$ cat src/rtl/excess3_to_bcd_seq.sv
// Multi-digit Excess-3 to BCD converter, one digit per clock, LSD first, valid/ready on both sides.
// Optional invalid-code detection is enabled by defining E3_ERR_DETECT_EN.
module excess3_to_bcd_seq #(
  parameter int unsigned DIGITS = 4
) (
  input  logic                  clk,
  input  logic                  rst_n,
  input  logic                  in_valid,
  output logic                  in_ready,
  input  logic [4*DIGITS-1:0]   in_data,
  output logic                  out_valid,
  input  logic                  out_ready,
  output logic [4*DIGITS-1:0]   out_bcd,
  output logic                  out_err,
  output logic                  busy
);

  localparam int unsigned CNT_W = $clog2(DIGITS) + 1;
  localparam int unsigned DW    = 4 * DIGITS;

  typedef enum logic [1:0] {
    IDLE = 2'd0,
    CONV = 2'd1,
    DONE = 2'd2
  } state_t;

  state_t           state, state_nxt;
  logic [CNT_W-1:0] cnt, cnt_nxt;
  logic [DW-1:0]    word, word_nxt;
  logic [DW-1:0]    bcd_nxt;
  logic             err_nxt;
  logic [3:0]       code_c;
  logic [3:0]       digit_c;
`ifdef E3_ERR_DETECT_EN
  logic             digit_bad_c;
`endif

  // Select the captured digit addressed by the counter
  always_comb begin
    code_c = 4'h0;
    for (int unsigned i = 0; i < DIGITS; i++) begin
      if (cnt == CNT_W'(i)) code_c = word[4*i +: 4];
    end
  end

  // Single-digit Excess-3 decode
  always_comb begin
    digit_c = code_c - 4'd3;
`ifdef E3_ERR_DETECT_EN
    digit_bad_c = (code_c < 4'd3) || (code_c > 4'd12);
    if (digit_bad_c) digit_c = 4'hF;
`endif
  end

  // Next-state and datapath update
  always_comb begin
    state_nxt = state;
    cnt_nxt   = cnt;
    word_nxt  = word;
    bcd_nxt   = out_bcd;
    err_nxt   = out_err;
    unique case (state)
      IDLE: begin
        if (in_valid && in_ready) begin
          word_nxt  = in_data;
          err_nxt   = 1'b0;
          cnt_nxt   = '0;
          state_nxt = CONV;
        end
      end
      CONV: begin
        for (int unsigned i = 0; i < DIGITS; i++) begin
          if (cnt == CNT_W'(i)) bcd_nxt[4*i +: 4] = digit_c;
        end
`ifdef E3_ERR_DETECT_EN
        if (digit_bad_c) err_nxt = 1'b1;
`endif
        cnt_nxt = cnt + CNT_W'(1);
        if (cnt == CNT_W'(DIGITS - 1)) state_nxt = DONE;
      end
      DONE: begin
        if (out_ready) state_nxt = IDLE;
      end
      default: state_nxt = IDLE;
    endcase
  end

  always_ff @(posedge clk or negedge rst_n) begin
    if (!rst_n) state <= IDLE;
    else        state <= state_nxt;
  end

  // Handshake flags are registered copies of the next state
  always_ff @(posedge clk or negedge rst_n) begin
    if (!rst_n) begin
      cnt       <= '0;
      word      <= '0;
      out_bcd   <= '0;
      out_err   <= 1'b0;
      in_ready  <= 1'b1;
      out_valid <= 1'b0;
      busy      <= 1'b0;
    end else begin
      cnt       <= cnt_nxt;
      word      <= word_nxt;
      out_bcd   <= bcd_nxt;
      out_err   <= err_nxt;
      in_ready  <= (state_nxt == IDLE);
      out_valid <= (state_nxt == DONE);
      busy      <= (state_nxt == CONV);
    end
  end

endmodule
$ cat config.mk
export PLATFORM = sky130hd
export DESIGN_NAME = excess3_to_bcd_seq
export DESIGN_NICKNAME = d
export VERILOG_FILES = /design/src/rtl/excess3_to_bcd_seq.sv
export SDC_FILE = /design/constraint.sdc
export NUM_CORES = 1
export LEC_CHECK = 0
export ABC_AREA = 0
export ABC_CLOCK_PERIOD_IN_PS = 2300
export CORE_ASPECT_RATIO = 0.5
export CORE_UTILIZATION = 41
export CTS_BUF_LIST = sky130_fd_sc_hd__clkbuf_2 sky130_fd_sc_hd__clkbuf_4 sky130_fd_sc_hd__clkbuf_8
export DETAILED_ROUTE_END_ITERATION = 8
export PLACE_DENSITY = 0.67
export SYNTH_ARGS = -nofsm -noshare
export SYNTH_HDL_FRONTEND = slang
export SYNTH_SLANG_ARGS = --single-unit
$ cat constraint.sdc
create_clock -name clk -period 2.3 [get_ports clk]
set_input_delay 0.46 -clock clk [delete_from_list [all_inputs] [get_ports clk]]
set_output_delay 0.46 -clock clk [all_outputs]
set_load 0.02 [all_outputs]
==> results of run 1 <==
-- path summary, 6_finish.rpt --
kind	endpoint	slack [ns]	start	depth (start not counted)
min in group clk	out_bcd[0]$_DFFE_PN0P_	0.49	out_bcd[0]$_DFFE_PN0P_	2
min	cnt[0]$_DFFE_PN0P_	0.28	rst_n	1
max reg2reg	out_bcd[11]$_DFFE_PN0P_	0.08	cnt[0]$_DFFE_PN0P_	7
min reg2reg	out_bcd[0]$_DFFE_PN0P_	0.49	out_bcd[0]$_DFFE_PN0P_	2
max	out_bcd[11]$_DFFE_PN0P_	0.08	cnt[0]$_DFFE_PN0P_	7
max in group asynchronous	out_bcd[7]$_DFFE_PN0P_	1.47	rst_n	1
-- stage by stage --
step / area (sq um) / setup TNS [ns] / cells / power [mW] / hold WS (ns)
floorplan: 1807 / 0 / 155 / 2.382 / 0.1644
detailed placement: 2302 / 0 / 252 / 3.178 / 0.4811
CTS: 2395 / 0 / 260 / 3.679 / 0.3064
global placement: 2302 / 0 / 252 / 3.121 / 0.4663
global route: 2427 / -0.01157 / 261 / 3.986 / 0.3628
finish: 2427 / 0 / 261 / 3.715 / 0.2760
-- worst max-delay path, stage by stage, from the launching register on --
cell and delay, ns:
dfrtp_1 0.41, inv_1 0.10, ha_2 0.24, nor2b_4 0.14, a221o_1 0.32, a32o_2 0.31
or4_1 0.54, nand3_1 0.10
-- final cells by class --
type	count	area (sq um)
Clock inverter	2	10.01
Tap cell	54	67.56
Fill cell	371	1637
Multi-Input combinational cell	104	780.7
Clock buffer	6	82.58
Inverter	5	18.77
Timing Repair Buffer	50	465.4
Sequential cell	40	1002
-- state kept, by name, indices dropped and copies added (netlist names) --
signal	cells
out_valid	1
in_ready	1
out_bcd	16
word	16
cnt	3
busy	1
state	2
-- cell usage after synthesis, drive strengths merged (2+ instances only) --
master	instances	area share (%)
buf	2	1.0
nor2b	2	1.1
o21ai	11	3.0
a21o	2	0.97
inv	5	1.0
o211ai	2	0.83
or4	4	1.7
nor2	3	0.62
mux2	20	12
o21bai	2	0.83
nand2	26	5.4
clkbuf	4	0.90
nand3	4	1.1
dfrtp	39	54
and3b	2	1.1
o2111ai	4	1.9
nand2b	4	1.4
ha	6	4.2
-- power by group through the flow --
stage	Combinational, mW	Sequential, mW	Clock (mW)
global placement	1.85	1.27	0
detailed placement	1.90	1.27	0
floorplan	0.958	1.42	0
global route	2.14	1.31	0.533
CTS	1.91	1.26	0.503
finish	1.96	1.26	0.494
-- metal layers --
metal	GRT usage, %	up-vias	share of wire (%)
li1	-	643	-
met1	26.34	651	50
met2	26.90	45	43
met3	4.673	8	4.7
met4	9.701	0	2.1
met5	0	-	0
-- repair_timing --
item	in CTS	in global routing
buffers inserted	0	1
gates resized for setup	0	6
setup endpoints to repair	0	12
-- logic make-up (layout without fill, tap and decap cells) --
kind of cell	count (synthesis)	count (layout)
AOI/OAI and AO/OA	28	28
xor gates and xnor gates	1	1
adders and majority gates	6	6
buffers and inverters	11	63
DFF	40	40
muxes	20	20
other	1	1
and+or+nand+nor	48	48
==> results.cfg, run 1 <==
[outcome]
status = complete, no violations

[logic_synthesis]
synthMuxAreaShare_pct = 12.47
synth_fp_nets = 181
synth_seq_area_share_pct = 55.47
synth-seq-cells = 40
synthFlopType = dfrtp_1
syn-cell-area_sq_um = 1807
synth_xor_area_share_pct = 0.4848
synthAdderAreaFrac_pct = 4.155
avgSynthCellArea_sq_um = 11.66
synth_top_family_by_area = simple AND/OR/NAND/NOR gates
ys_types = 34
synth_compound_area_share_pct = 10.87
async_flop_share_pct = 100.0
synth-edff-count = 0
synthSimpleGateAreaFrac_pct = 13.37
yosysWarnings = 0
synth_cells = 155

[drt]
ant_nets = 0
wirelength_um = 3815
first_iter_violations = 38
dr.pass1.iters = 4
drc = 0
post_drt_wl_per_cell_um = 14.62
vias = 1347
via_per_inst = 5.161

[critical_path]
worst_setup_path_start_kind = register
cp-end-kind = register
crit_fanout = 8
worst-setup-path-type = register to register
critPathRequiredTime_ns = 2.54
arrival_ns = 2.45

[finish]
nets = 232
final_cell_mix = dfrtp_1 (39), clkdlybuf4s50_1 (37), nand2_1 (26)
area_delta_synth_final_pct = 34.35
final_common_cell = dfrtp_1
drive_gt1_share_pct = 26.09
utilization_pct = 59.73
num_antenna_cells = 0

[clock_tree]
htreeDepth = 2
root_buffer = clkbuf_8
cts-buffers-inserted = 5
cts_sinks = 40
path_clk_slew_ns = 0.08
insertion_delay_ns = 0.30
clockBufferDepth = 2
cts_tree = yes
cts_hold_buf = 0

[sta]
max_freq_mhz = 450.8
slew_headroom_pct = 41.08
post-route-period-util_pct = 96.45
setup_viol_count_final = 0
finalHoldViolCount = 0
min_period_ns = 2.218
fin_skew_ns = 0.009247
layout_setup_ws_ns = 0.08165
maxSlewViolCount = 0
tightest_slew_ns = 0.8838

[pwr]
p_sw_mw = 1.436
p_seq_share_pct = 33.9
ir_worst_vdd_uv = 502.3
power_leakage_nw = 1.086
clockPowerShare_pct = 13.3
power_density_nw_per_um2 = 1530
p_comb_share_pct = 52.8
intPower_mw = 2.279
sw_frac_of_total_pct = 38.64

[grt]
overflow = 0
grt_start_max_net_pins = 41
grt.total_usage_pct = 18.79
grt_pass1_wl_um = 6382
first_global_vias = 1319
grt_antenna_before_repair = 0

[floorplan]
die-area_sq_um = 4692
rows = 16
start_util_pct = 44.46
io-pin-count = 40
die_x_um = 95.88
die_h_um = 48.94
core_sq_um = 4064

[place]
dp_slack_ns = 0.04071
port_buffers = 38
gp_congestion = 0.8205
hpwl_um = 2669

[min_path]
hold_class = input port to asynchronous set/reset pin

[run]
cap_violations = 0
Power figures use the tool's default switching activity.
==> run 2, diff against run 1 <==
--- a/config.mk
+++ b/config.mk
@@ -6,12 +6,12 @@
 export NUM_CORES = 1
 export LEC_CHECK = 0
 export ABC_AREA = 0
-export ABC_CLOCK_PERIOD_IN_PS = 2300
+export ABC_CLOCK_PERIOD_IN_PS = 1900
 export CORE_ASPECT_RATIO = 0.5
 export CORE_UTILIZATION = 41
 export CTS_BUF_LIST = sky130_fd_sc_hd__clkbuf_2 sky130_fd_sc_hd__clkbuf_4 sky130_fd_sc_hd__clkbuf_8
 export DETAILED_ROUTE_END_ITERATION = 8
-export PLACE_DENSITY = 0.67
+export PLACE_DENSITY = 0.7
 export SYNTH_ARGS = -nofsm -noshare
 export SYNTH_HDL_FRONTEND = slang
 export SYNTH_SLANG_ARGS = --single-unit
==> constraint.sdc (replaced) <==
create_clock -name clk -period 1.9 [get_ports clk]
set_input_delay 0.38 -clock clk [delete_from_list [all_inputs] [get_ports clk]]
set_output_delay 0.38 -clock clk [all_outputs]
set_load 0.02 [all_outputs]
==> results.cfg, run 2 (synthesis gave the netlist of run 1 again) <==
[clock_tree]
cts_hold_buf = 0
root_buffer = clkbuf_8
cts-buffers-inserted = 5
insertion_delay_ns = 0.29
cts_tree = yes
cts_sinks = 40
htreeDepth = 2
clockBufferDepth = 2
path_clk_slew_ns = 0.08

[sta]
finalHoldViolCount = 0
fin_skew_ns = 0.006597
fin_setup_tns_ns = -2.453
fin_hold_ws_ns = 0.05260
maxSlewViolCount = 0
grt_setup_unrepaired = yes
max_freq_mhz = 468.5
setup_viol_count_final = 12
layout_setup_ws_ns = -0.2347
post-route-period-util_pct = 112.4
min_period_ns = 2.135

[drt]
via_per_inst = 5.092
post_drt_wl_per_cell_um = 15.37
dr.pass1.iters = 4
first_iter_violations = 51
ant_nets = 0
vias = 1446
drc = 0
wirelength_um = 4364

[critical_path]
worst-setup-path-type = register to register
crit_fanout = 7
arrival_ns = 2.36
cp-end-kind = register
rrSetupSlack_ns = -0.23
reg2reg_to = out_bcd[7]$_DFFE_PN0P_
reg2reg_from = cnt[1]$_DFFE_PN0P_
worst_setup_path_start_kind = register
rr_worst_depth = 9
critPathRequiredTime_ns = 2.13

[grt]
grt_antenna_before_repair = 0
grt_start_max_net_pins = 23
grt_pass1_wl_um = 7279
grt.total_usage_pct = 21.00
overflow = 0
first_global_vias = 1515

[min_path]
hold_class = input port to asynchronous set/reset pin

[floorplan]
die-area_sq_um = 4692
die_h_um = 48.94
io-pin-count = 40
die_x_um = 95.88
rows = 16
core_sq_um = 4064
start_util_pct = 44.46

[finish]
final_cell_mix = dfrtp_1 (38), clkdlybuf4s50_1 (37), buf_4 (27)
drive_gt1_share_pct = 39.13
seqCellArea_sq_um = 1003
area_delta_synth_final_pct = 51.73
num_antenna_cells = 0
fill_cells = 296
design_area_sq_um = 2741
top_regs = out_bcd x16, word x16, cnt x3
nets = 255
multi_input_area_sq_um = 882.1
final_common_cell = dfrtp_1

[place]
placed_area_sq_um = 2457
hpwl_um = 2984
port_buffers = 38
gp_congestion = 0.7870

[pwr]
p_sw_mw = 2.038
power_leakage_nw = 1.219
clockPowerShare_pct = 11.0
intPower_mw = 3.268
p_comb_share_pct = 59.4
sw_frac_of_total_pct = 38.41
power_density_nw_per_um2 = 1936
ir_worst_vdd_uv = 791.4
p_seq_share_pct = 29.7

[outcome]
violations = setup timing
status = finished with violations

[run]
cap_violations = 0
==> run 2: stage by stage <==
step	total power, mW	util [%]	instances	setup WS, ns
after global placement	4.070	60.47	267	-0.1603
after global routing	5.669	67.46	284	-0.3059
after CTS	5.192	66.90	282	-0.1912
final	5.306	67.46	284	-0.2347
after floorplan	2.977	-	155	-0.1117
after detailed placement	4.179	60.47	267	-0.2740
==> run 2: area by class of cell <==
| class | count | share of cell area [%] |
|---|---|---|
| Tap cell | 54 | 2.465 |
| Sequential cell | 40 | 36.60 |
| Multi-Input combinational cell | 104 | 32.18 |
| Clock inverter | 2 | 0.3651 |
| Inverter | 5 | 0.6846 |
| Timing Repair Buffer | 73 | 24.69 |
| Clock buffer | 6 | 3.012 |
==> run 2: routing by layer <==
layer | up-vias | GRT usage [%] | wire length (um)
li1 | 701 | - | -
met1 | 700 | 26.39 | 2002
met2 | 39 | 35.71 | 2152
met3 | 6 | 6.075 | 167
met4 | 0 | 5.224 | 42
met5 | - | 0 | 0
==> run 2: critical path: stages (launching register included) <==
cell      delay (ns)
dfrtp_1         0.39
inv_2           0.09
ha_4            0.19
buf_6           0.12
a21o_2          0.18
o211ai_1        0.23
buf_4           0.16
a22oi_2         0.09
or4_1           0.54
nand3_1         0.09
==> run 2: power groups by stage <==
stage	Sequential, mW	Clock, mW	Combinational (mW)
2_1_floorplan	1.73	0	1.25
3_3_place_gp	1.55	0	2.53
3_5_place_dp	1.57	0	2.61
4_1_cts	1.56	0.588	3.04
5_1_grt	1.62	0.642	3.41
6_report	1.57	0.582	3.15
==> run 2: worst max-delay path by stage <==
| stage | slack, ns | end | start | cells after the start |
|---|---|---|---|---|
| after detailed placement | -0.27 | out_bcd[3]$_DFFE_PN0P_ | cnt[0]$_DFFE_PN0P_ | 7 |
| after CTS | -0.19 | out_bcd[3]$_DFFE_PN0P_ | cnt[1]$_DFFE_PN0P_ | 7 |
| final | -0.23 | out_bcd[7]$_DFFE_PN0P_ | cnt[1]$_DFFE_PN0P_ | 9 |
| after global placement | -0.16 | out_bcd[3]$_DFFE_PN0P_ | cnt[0]$_DFFE_PN0P_ | 7 |
| after global routing | -0.31 | out_bcd[7]$_DFFE_PN0P_ | cnt[1]$_DFFE_PN0P_ | 9 |
| after floorplan | -0.11 | out_bcd[3]$_DFFE_PN0P_ | cnt[1]$_DFFE_PN0P_ | 8 |
==> run 2: what timing repair did <==
action,CTS,global route
pin swaps,21,7
buffers inserted,8,2
setup endpoints to repair,12,13
resized for setup,27,6
==> run 3, diff against run 2 <==
--- a/config.mk
+++ b/config.mk
@@ -7,7 +7,7 @@
 export LEC_CHECK = 0
 export ABC_AREA = 0
 export ABC_CLOCK_PERIOD_IN_PS = 1900
-export CORE_ASPECT_RATIO = 0.5
+export CORE_ASPECT_RATIO = 1.25
 export CORE_UTILIZATION = 41
 export CTS_BUF_LIST = sky130_fd_sc_hd__clkbuf_2 sky130_fd_sc_hd__clkbuf_4 sky130_fd_sc_hd__clkbuf_8
 export DETAILED_ROUTE_END_ITERATION = 8
==> results.cfg, run 3 (synthesis gave the netlist of run 1 again) <==
[place]
placed_area_sq_um = 2427
hpwl_um = 2848
port_buffers = 38
gp_congestion = 0.7904

[clock_tree]
cts_tree = yes
cts_sinks = 40
path_clk_slew_ns = 0.07
insertion_delay_ns = 0.29
cts-buffers-inserted = 5
root_buffer = clkbuf_8
cts_hold_buf = 0
clockBufferDepth = 2
htreeDepth = 2

[pwr]
p_seq_share_pct = 31.5
power_leakage_nw = 1.164
p_comb_share_pct = 56.4
p_sw_mw = 1.804
intPower_mw = 3.060
ir_worst_vdd_uv = 701.9
sw_frac_of_total_pct = 37.09
power_density_nw_per_um2 = 1857
clockPowerShare_pct = 12.1

[sta]
layout_setup_ws_ns = -0.2346
grt_setup_unrepaired = yes
slew_headroom_pct = 66.62
fin_setup_tns_ns = -1.760
max_freq_mhz = 468.5
post-route-period-util_pct = 112.3
setup_viol_count_final = 12
maxSlewViolCount = 0
min_period_ns = 2.135
tightest_slew_ns = 0.5007
finalHoldViolCount = 0
fin_skew_ns = 0.004450

[grt]
grt_pass1_wl_um = 6341
overflow = 0
grt_start_max_net_pins = 23
first_global_vias = 1403
grt_antenna_before_repair = 0
grt.total_usage_pct = 18.46

[drt]
ant_nets = 0
vias = 1388
via_per_inst = 5.029
post_drt_wl_per_cell_um = 13.65
dr.pass1.iters = 4
drc = 0
first_iter_violations = 20
wirelength_um = 3768

[outcome]
violations = setup timing
status = finished with violations

[finish]
design_area_sq_um = 2619
top_regs = out_bcd x16, word x16, cnt x3
drive_gt1_share_pct = 34.55
area_delta_synth_final_pct = 44.94
nets = 245
final_common_cell = dfrtp_1
num_antenna_cells = 0
final_cell_mix = dfrtp_1 (38), clkdlybuf4s50_1 (37), nand2_1 (25)

[critical_path]
worst_setup_path_start_kind = register
critPathSlowestCell = or4_1
slowest_delay_ns = 0.55
worst-setup-path-type = register to register
arrival_ns = 2.35
crit_chain = buf_4, ha_4, a21o_2, o211ai_1, a22oi_2, or4_1, nand3_1
cp-end-kind = register
crit_fanout = 8
critPathRequiredTime_ns = 2.12

[floorplan]
die_x_um = 61.38
die_h_um = 76.22
die-area_sq_um = 4678
core_sq_um = 4164
rows = 26
start_util_pct = 43.39
io-pin-count = 40

[min_path]
hold_class = input port to asynchronous set/reset pin

[run]
cap_violations = 0
run 3: changes by cell type in the layout (fill, tap and decap cells not counted), sizes merged:
cell / delta
clkbuf: +2
buf: -10
clkinv: -2
run 3: worst max-delay path: cells and delay by family, from the launching register on:
kind / cells / cell delay (ns)
adders and majority gates: 1 / 0.18
AOI/OAI and AO/OA: 3 / 0.65
DFF: 1 / 0.43
buffers and inverters: 1 / 0.15
and+or+nand+nor: 2 / 0.65
run 3: power groups by stage:
stage | clock [mW] | combinational, mW | sequential [mW]
6_report | 0.590 | 2.74 | 1.53
5_1_grt | 0.643 | 3.00 | 1.58
4_1_cts | 0.604 | 2.67 | 1.53
3_5_place_dp | 0 | 2.47 | 1.55
3_3_place_gp | 0 | 2.38 | 1.53
2_1_floorplan | 0 | 1.25 | 1.73
run 3: what timing repair did:
item                       4_1_cts  5_1_grt
setup endpoints to repair       12       14
gates resized for setup         12        5
buffers inserted                 3        2
pin swaps                       13       10
run 3: per-stage QoR:
stage                     total power [mW]  setup WS [ns]  hold WS (ns)  utilization (%)  instances
after floorplan                      2.977        -0.1117       0.08441                -        155
after global placement               3.909        -0.1766        0.3666            58.29        263
after detailed placement             4.019        -0.2281        0.3736            58.29        263
after CTS                            4.803        -0.1801       0.06306            62.26        274
after global routing                 5.220        -0.3000       0.07804            62.89        276
final                                4.864        -0.2346       0.04913            62.89        276
run 3: worst paths after layout:
kind | from | endpoint | slack, ns | cells past startpoint
max | cnt[0]$_DFFE_PN0P_ | out_bcd[11]$_DFFE_PN0P_ | -0.23 | 7
min | rst_n | busy$_DFF_PN0_ | 0.05 | 1
max reg2reg | cnt[0]$_DFFE_PN0P_ | out_bcd[11]$_DFFE_PN0P_ | -0.23 | 7
min reg2reg | out_bcd[0]$_DFFE_PN0P_ | out_bcd[0]$_DFFE_PN0P_ | 0.48 | 2
max in group asynchronous | rst_n | in_ready$_DFF_PN1_ | 1.29 | 2
min in group clk | out_bcd[0]$_DFFE_PN0P_ | out_bcd[0]$_DFFE_PN0P_ | 0.48 | 2
run 3: area by class of cell:
| type | instances | area, sq um |
|---|---|---|
| well taps | 56 | 70.07 |
| inverters | 5 | 18.77 |
| multi-input cells | 104 | 840.8 |
| repair buffers | 63 | 588.1 |
| clock buffers | 8 | 97.59 |
| flip-flops and latches | 40 | 1003 |
| fillers | 362 | 1545 |
run 3: metal layers:
layer  part of all wire [%]  GRT usage, %  routed length (um)  up-vias
met1                     42         22.61                1568      675
met3                    3.4         4.075                 128        5
met4                    1.1         6.444                  42        0
met2                     54         31.09                2029       31
met5                      0             0                   0        -
li1                       -             -                   -      677
